$ cat config.mk
export PLATFORM = sky130hd
export DESIGN_NAME = cu_sequencer_flat
export DESIGN_NICKNAME = d
export VERILOG_FILES = /design/src/rtl/otter_pkg.sv /design/src/rtl/cu_sequencer_if.sv /design/src/rtl/cu_wait_timer.sv /design/src/rtl/cu_sequencer.sv /design/src/flat_wrapper.sv
export SDC_FILE = /design/constraint.sdc
export NUM_CORES = 1
export LEC_CHECK = 0
export CAP_MARGIN = 20
export CORE_MARGIN = 5
export CORE_UTILIZATION = 44
export DETAILED_ROUTE_END_ITERATION = 8
export PLACE_DENSITY = 0.89
export SLEW_MARGIN = 20
export SYNTH_ARGS = -nofsm -noshare
export SYNTH_HDL_FRONTEND = slang
export SYNTH_SLANG_ARGS = --single-unit
$ cat constraint.sdc
create_clock -name CLK -period 2.05 [get_ports CLK]
set_input_delay 0.615 -clock CLK [delete_from_list [all_inputs] [get_ports CLK]]
set_output_delay 0.615 -clock CLK [all_outputs]
set_load 0.01 [all_outputs]
$ cat src/rtl/otter_pkg.sv
// Shared OTTER types: instruction opcodes and control-unit sequencer states.
package otter_pkg;

    typedef enum logic [6:0] {
        LUI    = 7'b0110111,
        AUIPC  = 7'b0010111,
        JAL    = 7'b1101111,
        JALR   = 7'b1100111,
        BRANCH = 7'b1100011,
        LOAD   = 7'b0000011,
        STORE  = 7'b0100011,
        OP_IMM = 7'b0010011,
        OP     = 7'b0110011,
        SYSTEM = 7'b1110011
    } opcode_t;

    typedef enum logic [2:0] {
        FETCH,
        EXEC,
        MEM_WAIT,
        WRITEBACK,
        INTERRUPT
    } cu_state_t;

    // funct3 of a SYSTEM instruction that writes a CSR (csrrw)
    localparam logic [2:0] FUNC3_CSRRW = 3'b001;

    // States in which the sequencer is waiting on MEM_READY
    function automatic logic is_wait_state(input cu_state_t s);
        return (s == FETCH) || (s == MEM_WAIT);
    endfunction

endpackage

$ cat src/rtl/cu_sequencer_if.sv
// Control-unit bundle: decoded instruction fields, memory handshake,
// interrupt request and the strobes the sequencer drives back.
interface cu_sequencer_if;

    logic [6:0] CU_OPCODE;
    logic [2:0] FUNC3;
    logic       MEM_READY;
    logic       INTR;
    logic       MIE;

    logic       PC_WRITE;
    logic       REG_WRITE;
    logic       MEM_RDEN1;
    logic       MEM_RDEN2;
    logic       MEM_WE2;
    logic       CSR_WRITE;
    logic       INT_TAKEN;
    logic       ILLEGAL;
    logic       BUS_ERR;

    // The sequencer side
    modport master (
        input  CU_OPCODE, FUNC3, MEM_READY, INTR, MIE,
        output PC_WRITE, REG_WRITE, MEM_RDEN1, MEM_RDEN2, MEM_WE2,
               CSR_WRITE, INT_TAKEN, ILLEGAL, BUS_ERR
    );

    // The datapath / memory side
    modport slave (
        output CU_OPCODE, FUNC3, MEM_READY, INTR, MIE,
        input  PC_WRITE, REG_WRITE, MEM_RDEN1, MEM_RDEN2, MEM_WE2,
               CSR_WRITE, INT_TAKEN, ILLEGAL, BUS_ERR
    );

endinterface

$ cat src/rtl/cu_wait_timer.sv
// Counts MEM_READY wait cycles and flags the cycle on which the wait limit
// is reached while memory is still not ready.
module cu_wait_timer #(
    parameter int WAIT_MAX = 15
) (
    input  logic CLK,
    input  logic RST_N,
    input  logic CLR,
    input  logic INC,
    output logic TIMEOUT
);

    localparam logic [3:0] LAST_WAIT = 4'(WAIT_MAX - 1);

    logic [3:0] count_q;

    // Wait counter: clear has priority, otherwise count one per stalled cycle
    always_ff @(posedge CLK or negedge RST_N) begin
        if (!RST_N) begin
            count_q <= '0;
        end else if (CLR) begin
            count_q <= '0;
        end else if (INC) begin
            count_q <= count_q + 4'd1;
        end
    end

    assign TIMEOUT = INC && (count_q == LAST_WAIT);

endmodule

$ cat src/rtl/cu_sequencer.sv
// Multi-cycle control-unit sequencer: fetch, execute, memory wait,
// writeback and interrupt entry, with a bus-error timeout on memory waits.
module cu_sequencer
    import otter_pkg::*;
#(
    parameter int WAIT_MAX = 15
) (
    input  logic CLK,
    input  logic RST_N,
    cu_sequencer_if.master bus
);

    cu_state_t state_q, state_d;
    logic      is_load_q, is_load_d;

    logic wait_inc, wait_clr, timeout, complete;
    logic pc_write, reg_write, rden1, rden2, we2;
    logic csr_write, int_taken, illegal, bus_err;

    // Count only while stalled in a wait state; any exit restarts from zero
    assign wait_inc = is_wait_state(state_q) && !bus.MEM_READY;
    assign wait_clr = !wait_inc || timeout;

    cu_wait_timer #(.WAIT_MAX(WAIT_MAX)) u_wait_timer (
        .CLK     (CLK),
        .RST_N   (RST_N),
        .CLR     (wait_clr),
        .INC     (wait_inc),
        .TIMEOUT (timeout)
    );

    // State register and the load/store flag remembered across MEM_WAIT
    always_ff @(posedge CLK or negedge RST_N) begin
        if (!RST_N) begin
            state_q   <= FETCH;
            is_load_q <= 1'b0;
        end else begin
            state_q   <= state_d;
            is_load_q <= is_load_d;
        end
    end

    // Next-state and strobe decode; completion cycles may divert to INTERRUPT
    always_comb begin
        state_d   = state_q;
        is_load_d = is_load_q;
        complete  = 1'b0;
        pc_write  = 1'b0;
        reg_write = 1'b0;
        rden1     = 1'b0;
        rden2     = 1'b0;
        we2       = 1'b0;
        csr_write = 1'b0;
        int_taken = 1'b0;
        illegal   = 1'b0;
        bus_err   = 1'b0;

        case (state_q)
            FETCH: begin
                if (timeout) begin
                    bus_err  = 1'b1;
                    pc_write = 1'b1;
                    complete = 1'b1;
                end else begin
                    rden1 = 1'b1;
                    if (bus.MEM_READY) begin
                        state_d = EXEC;
                    end
                end
            end
            EXEC: begin
                case (bus.CU_OPCODE)
                    LOAD: begin
                        rden2     = 1'b1;
                        is_load_d = 1'b1;
                        state_d   = MEM_WAIT;
                    end
                    STORE: begin
                        we2       = 1'b1;
                        is_load_d = 1'b0;
                        state_d   = MEM_WAIT;
                    end
                    BRANCH: begin
                        pc_write = 1'b1;
                        complete = 1'b1;
                    end
                    LUI, AUIPC, JAL, JALR, OP, OP_IMM: begin
                        pc_write  = 1'b1;
                        reg_write = 1'b1;
                        complete  = 1'b1;
                    end
                    SYSTEM: begin
                        pc_write  = 1'b1;
                        reg_write = 1'b1;
                        csr_write = (bus.FUNC3 == FUNC3_CSRRW);
                        complete  = 1'b1;
                    end
                    default: begin
                        pc_write = 1'b1;
                        illegal  = 1'b1;
                        complete = 1'b1;
                    end
                endcase
            end
            MEM_WAIT: begin
                if (timeout) begin
                    bus_err  = 1'b1;
                    pc_write = 1'b1;
                    complete = 1'b1;
                end else if (bus.MEM_READY) begin
                    if (is_load_q) begin
                        state_d = WRITEBACK;
                    end else begin
                        pc_write = 1'b1;
                        complete = 1'b1;
                    end
                end else begin
                    rden2 = is_load_q;
                    we2   = !is_load_q;
                end
            end
            WRITEBACK: begin
                reg_write = 1'b1;
                pc_write  = 1'b1;
                complete  = 1'b1;
            end
            INTERRUPT: begin
                int_taken = 1'b1;
                pc_write  = 1'b1;
                state_d   = FETCH;
            end
            default: begin
                state_d = FETCH;
            end
        endcase

        if (complete) begin
            state_d = (bus.INTR && bus.MIE) ? INTERRUPT : FETCH;
        end
    end

    // While reset is held every strobe is forced low, including the fetch read
    assign bus.PC_WRITE  = RST_N && pc_write;
    assign bus.REG_WRITE = RST_N && reg_write;
    assign bus.MEM_RDEN1 = RST_N && rden1;
    assign bus.MEM_RDEN2 = RST_N && rden2;
    assign bus.MEM_WE2   = RST_N && we2;
    assign bus.CSR_WRITE = RST_N && csr_write;
    assign bus.INT_TAKEN = RST_N && int_taken;
    assign bus.ILLEGAL   = RST_N && illegal;
    assign bus.BUS_ERR   = RST_N && bus_err;

endmodule

$ cat src/flat_wrapper.sv
// flat-port wrapper written by rule: the top's interface ports become plain ports
module cu_sequencer_flat import otter_pkg::*;
#(
    parameter int WAIT_MAX = 15
)
  (CLK, RST_N, bus_CU_OPCODE, bus_FUNC3, bus_MEM_READY, bus_INTR, bus_MIE, bus_PC_WRITE, bus_REG_WRITE, bus_MEM_RDEN1, bus_MEM_RDEN2, bus_MEM_WE2, bus_CSR_WRITE, bus_INT_TAKEN, bus_ILLEGAL, bus_BUS_ERR);
  cu_sequencer_if bus_i ();
  input  logic CLK;
  input  logic RST_N;
  input wire logic [$bits(bus_i.CU_OPCODE)-1:0] bus_CU_OPCODE;
  input wire logic [$bits(bus_i.FUNC3)-1:0] bus_FUNC3;
  input wire logic [$bits(bus_i.MEM_READY)-1:0] bus_MEM_READY;
  input wire logic [$bits(bus_i.INTR)-1:0] bus_INTR;
  input wire logic [$bits(bus_i.MIE)-1:0] bus_MIE;
  output wire logic [$bits(bus_i.PC_WRITE)-1:0] bus_PC_WRITE;
  output wire logic [$bits(bus_i.REG_WRITE)-1:0] bus_REG_WRITE;
  output wire logic [$bits(bus_i.MEM_RDEN1)-1:0] bus_MEM_RDEN1;
  output wire logic [$bits(bus_i.MEM_RDEN2)-1:0] bus_MEM_RDEN2;
  output wire logic [$bits(bus_i.MEM_WE2)-1:0] bus_MEM_WE2;
  output wire logic [$bits(bus_i.CSR_WRITE)-1:0] bus_CSR_WRITE;
  output wire logic [$bits(bus_i.INT_TAKEN)-1:0] bus_INT_TAKEN;
  output wire logic [$bits(bus_i.ILLEGAL)-1:0] bus_ILLEGAL;
  output wire logic [$bits(bus_i.BUS_ERR)-1:0] bus_BUS_ERR;
  assign bus_i.CU_OPCODE = bus_CU_OPCODE;
  assign bus_i.FUNC3 = bus_FUNC3;
  assign bus_i.MEM_READY = bus_MEM_READY;
  assign bus_i.INTR = bus_INTR;
  assign bus_i.MIE = bus_MIE;
  assign bus_PC_WRITE = bus_i.PC_WRITE;
  assign bus_REG_WRITE = bus_i.REG_WRITE;
  assign bus_MEM_RDEN1 = bus_i.MEM_RDEN1;
  assign bus_MEM_RDEN2 = bus_i.MEM_RDEN2;
  assign bus_MEM_WE2 = bus_i.MEM_WE2;
  assign bus_CSR_WRITE = bus_i.CSR_WRITE;
  assign bus_INT_TAKEN = bus_i.INT_TAKEN;
  assign bus_ILLEGAL = bus_i.ILLEGAL;
  assign bus_BUS_ERR = bus_i.BUS_ERR;
  cu_sequencer #(.WAIT_MAX(WAIT_MAX)) u_core (.CLK(CLK), .RST_N(RST_N), .bus(bus_i));
endmodule
==> Word level (Yosys, flattened, before mapping) <==
Cells that the tools add are included.
{ "totals": {"wordCells": 91, "register_bits": 8, "inputBits": 15, "out_inout_bits": 9} }
{ "op_classes": {"n_eq_ne": 23, "add_sub_neg": 1, "mux": 37, "reduce_logical": 27} }
{ "op_table": {"columns": ["cell", "count"], "rows": [
  ["$eq 7x7->1 const B", 4],
  ["$mux 3", 8],
  ["$eq 7x6->1 const B", 3],
  ["$mux 1", 20],
  ["$eq 7x5->1 const B", 2],
  ["$logic_and 1x1->1", 12],
  ["$pmux 3 s4", 1],
  ["$reduce_or 10->1", 1],
  ["$ne 3x2->1 const B", 3],
  ["$mux 4", 2],
  ["$pmux 1 s2", 4],
  ["$pmux 1 s4", 2],
  ["$eq 7x2->1 const B", 1],
  ["$reduce_and 7->1", 1],
  ["$reduce_or 7->1", 1],
  ["$eq 3x1->1 const B", 2],
  ["$eq 3x2->1 const B", 2],
  ["$ne 3x3->1 const B", 2],
  ["$reduce_or 2->1", 3],
  ["$add 4x1->4 const B", 1],
  ["$eq 4x4->1 const B", 1],
  ["$reduce_bool 2->1", 2],
  ["$eq 3x3->1 const B", 1],
  ["$logic_not 1->1", 3],
  ["5 further kinds", 6]
]} }

==> Longest topological paths before layout <==
{ "logic_depth": {"depth_word": 8, "ltp_mapped": 5, "depth_no_buf": 5} }

==> By module <==
Synthesis repeated with hierarchy kept, for this count alone.
{ "hier_totals": {"cells_unflattened": 72, "area_unflattened_um2": 628.1} }
{ "modules_own_cells": {"columns": ["mod", "cells_per_inst", "seq_area_each_um2", "instances", "area_per_inst_um2"], "rows": [
  ["cu_sequencer", 52, 100.1, 1, 405.4],
  ["cu_wait_timer", 20, 100.1, 1, 222.7]
]} }

==> Worst setup path after synthesis <==
No wires, ideal clock.
{ "synth_timing": {"kind": "input to output", "from": "input bus_CU_OPCODE[2]", "to": "output bus_MEM_WE2", "n_path_buf": 0, "arrival_time_ns": 1.329, "slack_ns": 0.106, "required_ns": 1.435, "stages": 3, "path_cell_list": "and4bb_4 -> nand4_1 -> a21oi_1"} }
{ "synth_between": {"elab_chain_cells": 4} }
{ "synth_rtl": {"columns": ["element", "line", "source"], "rows": [
  ["from (decl)", "flat_wrapper.sv:10", "input wire logic [$bits(bus_i.CU_OPCODE)-1:0] bus_CU_OPCODE;"],
  ["$eq 7x6->1", "cu_sequencer.sv:72", "case (bus.CU_OPCODE)"],
  ["$mux 1", "cu_sequencer.sv:72", null],
  ["$pmux 1 s2", "cu_sequencer.sv:58", "case (state_q)"],
  ["$logic_and 1x1->1", "cu_sequencer.sv:147", "assign bus.MEM_WE2 = RST_N && we2;"],
  ["to (decl)", "flat_wrapper.sv:19", "output wire logic [$bits(bus_i.MEM_WE2)-1:0] bus_MEM_WE2;"]
]} }
Every way passes these cells.

==> Final worst setup path <==
{ "layout_timing": {"from": "register u_core.u_wait_timer.count_q[0]", "to": "output bus_PC_WRITE"} }
{ "layout_between": {"elab_chain_cells": 5, "elab_cells_between_ends": 6, "cone_classes": "eq/ne (1); mux (3); reduce/logical (2)"} }
{ "layout_rtl": {"columns": ["element", "line", "source"], "rows": [
  ["from (decl)", "cu_wait_timer.sv:15", "logic [3:0] count_q;"],
  ["from (signal assigned)", "cu_wait_timer.sv:24", "count_q <= count_q + 4'd1;"],
  ["$eq 4x4->1 *", "cu_wait_timer.sv:28", "assign TIMEOUT = INC && (count_q == LAST_WAIT);"],
  ["$logic_and 1x1->1 *", "cu_wait_timer.sv:28", null],
  ["$mux 1 (on tied branches)", "cu_sequencer.sv:106, cu_sequencer.sv:60", null],
  ["$pmux 1 s4 *", "cu_sequencer.sv:58", null],
  ["$logic_and 1x1->1 *", "cu_sequencer.sv:143", "assign bus.PC_WRITE = RST_N && pc_write;"],
  ["to (decl)", "flat_wrapper.sv:15", "output wire logic [$bits(bus_i.PC_WRITE)-1:0] bus_PC_WRITE;"]
]} }
Mark *: on every way between the ends. The rest lies on a longest branch, timed or not.

==> key figures <==
Status
  – Status: finished, violations left
  – Failing checks: negative setup slack

Place
  – Hpwl dp: 1650 um
  – Worst slack, placed: -1000 ps
  – Port-buffer cells: 23
  – Placed cells: 135
  – Placer Congestion: slightly below 0.9

GRT
  – Vias in the first global route: ~900
  – Gr usage total: 0.228
  – GRT Residual Overflow: 0
  – Initial antenna violation count: 0
  – First-pass GRT wire length: 4300 um
  – Largest net degree at the start of global routing: 9

Timing
  – Setup Skew: around 12 ps
  – Fin crit share: 1.10
  – Max Slew Vio Count: 0
  – RSZ-0062 raised after global routing: yes
  – Worst-Margin Slew: 374 ps
  – Final WS setup: -203 ps
  – Final Setup Violations: 8
  – Slew HR: 0.749
  – Fmax achieved: 444 MHz
  – Final Hold Viols: 0
  – Tmin final: 2250 ps
  – TNS Setup: -933 ps

Die
  – Die Ht: 49.8 um
  – I/O pins: 24
  – Row count: 14
  – Core Region: 0.00151 mm^2
  – Initial Util: 0.463
  – Die area: 0.00248 mm^2
  – Die X-Extent: 49.8 um

Yosys
  – Top cell type's share of synthesized area: 0.287
  – Post-Syn Instances: 76
  – #FFs+latches synth: 8
  – Sequential area share after synthesis: 0.287
  – Yosys top cell by area: dfrtp_1
  – Main synth FF type: dfrtp_1
  – Syn Nets: 93
  – EDFF count, synth: 0
  – Netlist cell types: 37
  – Asr flop ratio synth: 1.00
  – Area of the mapped netlist: 697 um^2
  – Synth top area cells: dfrtp_1 (29%), nor2b_1 (4.5%), nand4b_1 (3.8%)
  – Post-synthesis average cell area: 9.17 um^2
  – Ys Warns: 0

Setup path
  – Crit. Startpoint: u_core.u_wait_timer.count_q[0]
  – Cell count of the worst reg-to-reg path: 7
  – Cells along the critical path: inv_1, ha_2, nand3_4, nor4_4, buf_4, o221a_1, buf_2
  – Worst-path fanout max: 3
  – Worst r2r src: u_core.u_wait_timer.count_q[0]
  – Reg2reg setup slack: 670 ps
  – CP top delay family: flip-flops
  – CP endpoint: bus_PC_WRITE
  – Worst path depth: 7
  – Largest stage delay, worst path: 370 ps
  – WP data arrival: 1640 ps
  – Slowest CP cell: dfrtp_1
  – Crit. End Element: output port
  – Startpoint types: flop
  – Critical path class: reg -> out
  – CP bufs+invs: 3
  – R2R Path End: u_core.state_q[2]
  – WP data required: 1430 ps

Hold path
  – HP Class: in -> async

Clocking
  – CTS HTree Levels: 1
  – Num CTS Buffers: 3
  – # hold bufs at CTS: 0
  – Worst-path clk slew: 60 ps
  – CTS tree: yes
  – CTS sink count: 8
  – Root Buffer: clkbuf_4
  – Clock Latency Late Sink: 270 ps
  – Max clock buf depth: 2

Route
  – DRC: 0
  – Routed len/inst: between 20 and 25 um
  – Vias: around 860
  – Antenna viol nets, final: 0
  – Vias per inst: 5.90
  – Drt pass-1 iters: 4
  – Iteration-0 DRC Markers: 14
  – Routed Wire Length: 2940 um

Layout
  – Area occupied by multi-input gates: 563 um^2
  – Layout cells sized above 1: 0.612
  – Non-filler cells, final: 145
  – Flip-flop and latch area: a little over 200 um^2
  – Filler cell count: 91
  – Layout Nets: 148
  – Synth-to-layout area growth: 76.3%
  – N_diodes: 0

Pwr
  – VDD IR-drop max: 0.000340 V
  – PwrDens: 397 mW/mm^2
  – P_leak: 0.547 nW
  – Tot Pwr: 0.488 mW

Flow run
  – MaxCap Viol Count: 0
## report_power, final
group,internal (mW),switching (mW),total (mW)
Sequential,0.169,0.0154,0.184
Clock,0.0677,0.0642,0.132
Combinational,0.0910,0.0813,0.172
Total,0.327,0.161,0.488
## through the flow
stage	cell area (um^2)	util	hold slack, ps
4_1_cts	1170	0.777	334
6_report	1230	0.816	333
3_3_place_gp	1090	0.725	515
3_5_place_dp	1090	0.725	523
2_1_floorplan	697	-	319
5_1_grt	1230	0.816	329
## cells in the mapped netlist (2+ instances only)
cell	count
dfrtp_1	8
nor2_1	6
a21oi_1	5
nor2b_1	5
nand2_1	4
nand3_1	4
inv_1	3
nand4b_1	3
and2_1	2
and3_1	2
buf_6	2
ha_1	2
nand4_1	2
nor3_1	2
nor3b_1	2
nor4b_1	2
o21ai_0	2
## worst min path at each step
stage | endpoint | slack [ps] | cells past startpoint
global route | u_core.state_q[2] | 330 | 3
finish | u_core.state_q[2] | 330 | 3
floorplan | u_core.is_load_q | 320 | 0
detailed placement | u_core.u_wait_timer.count_q[0] | 520 | 2
CTS | u_core.state_q[1] | 330 | 3
global placement | u_core.u_wait_timer.count_q[0] | 520 | 2
## area by class of cell
cell class | count | area share
Tap cell | 16 | 0.0163
Inverter | 3 | 0.00916
Multi-Input combinational cell | 62 | 0.458
Timing Repair Buffer | 53 | 0.333
Clock buffer | 3 | 0.0183
Sequential cell | 8 | 0.165
## registers in the layout, summed over array words and instances (netlist names)
register                     count
u_core.u_wait_timer.count_q      4
u_core.state_q                   3
u_core.is_load_q                 1
## per-layer routing
metal,up-vias,part of all wire,wire length [um],track usage
met1,409,0.38,1120,0.256
li1,393,-,-,-
met4,0,0.034,99,0.144
met2,44,0.53,1560,0.371
met3,10,0.052,154,0.0663
met5,-,0,0,0
## kinds of logic after synthesis
family          Yosys count  synth area share
compound gates           15             0.158
xor+xnor                  2            0.0251
fa+ha+maj                 2            0.0359
buf+inv                   6            0.0556
flops                     8             0.287
simple gates             43             0.438
## tightest hold or removal path, stage by stage
cell and delay, ps:
buf_2 100, buf_6 100, buf_4 120
## cells in the final DEF (no fill, tap or decap), types with 3 or more instances in the layout
cell type        Yosys  routed
a21oi_2              0       3
buf_2                1      14
buf_4                0      26
buf_6                2       6
clkbuf_4             0       3
clkdlybuf4s50_1      0       5
dfrtp_1              8       6
inv_1                3       3
nand2_1              4       3
nand4b_1             3       3
nor2_1               6       6
## timing repair
action,CTS,global route
endpoints found under the setup margin,9,8
setup buffers,4,3
resized for setup,103,9
cloned,0,0
pin swaps,15,6
(Power assumes the default switching activity.)
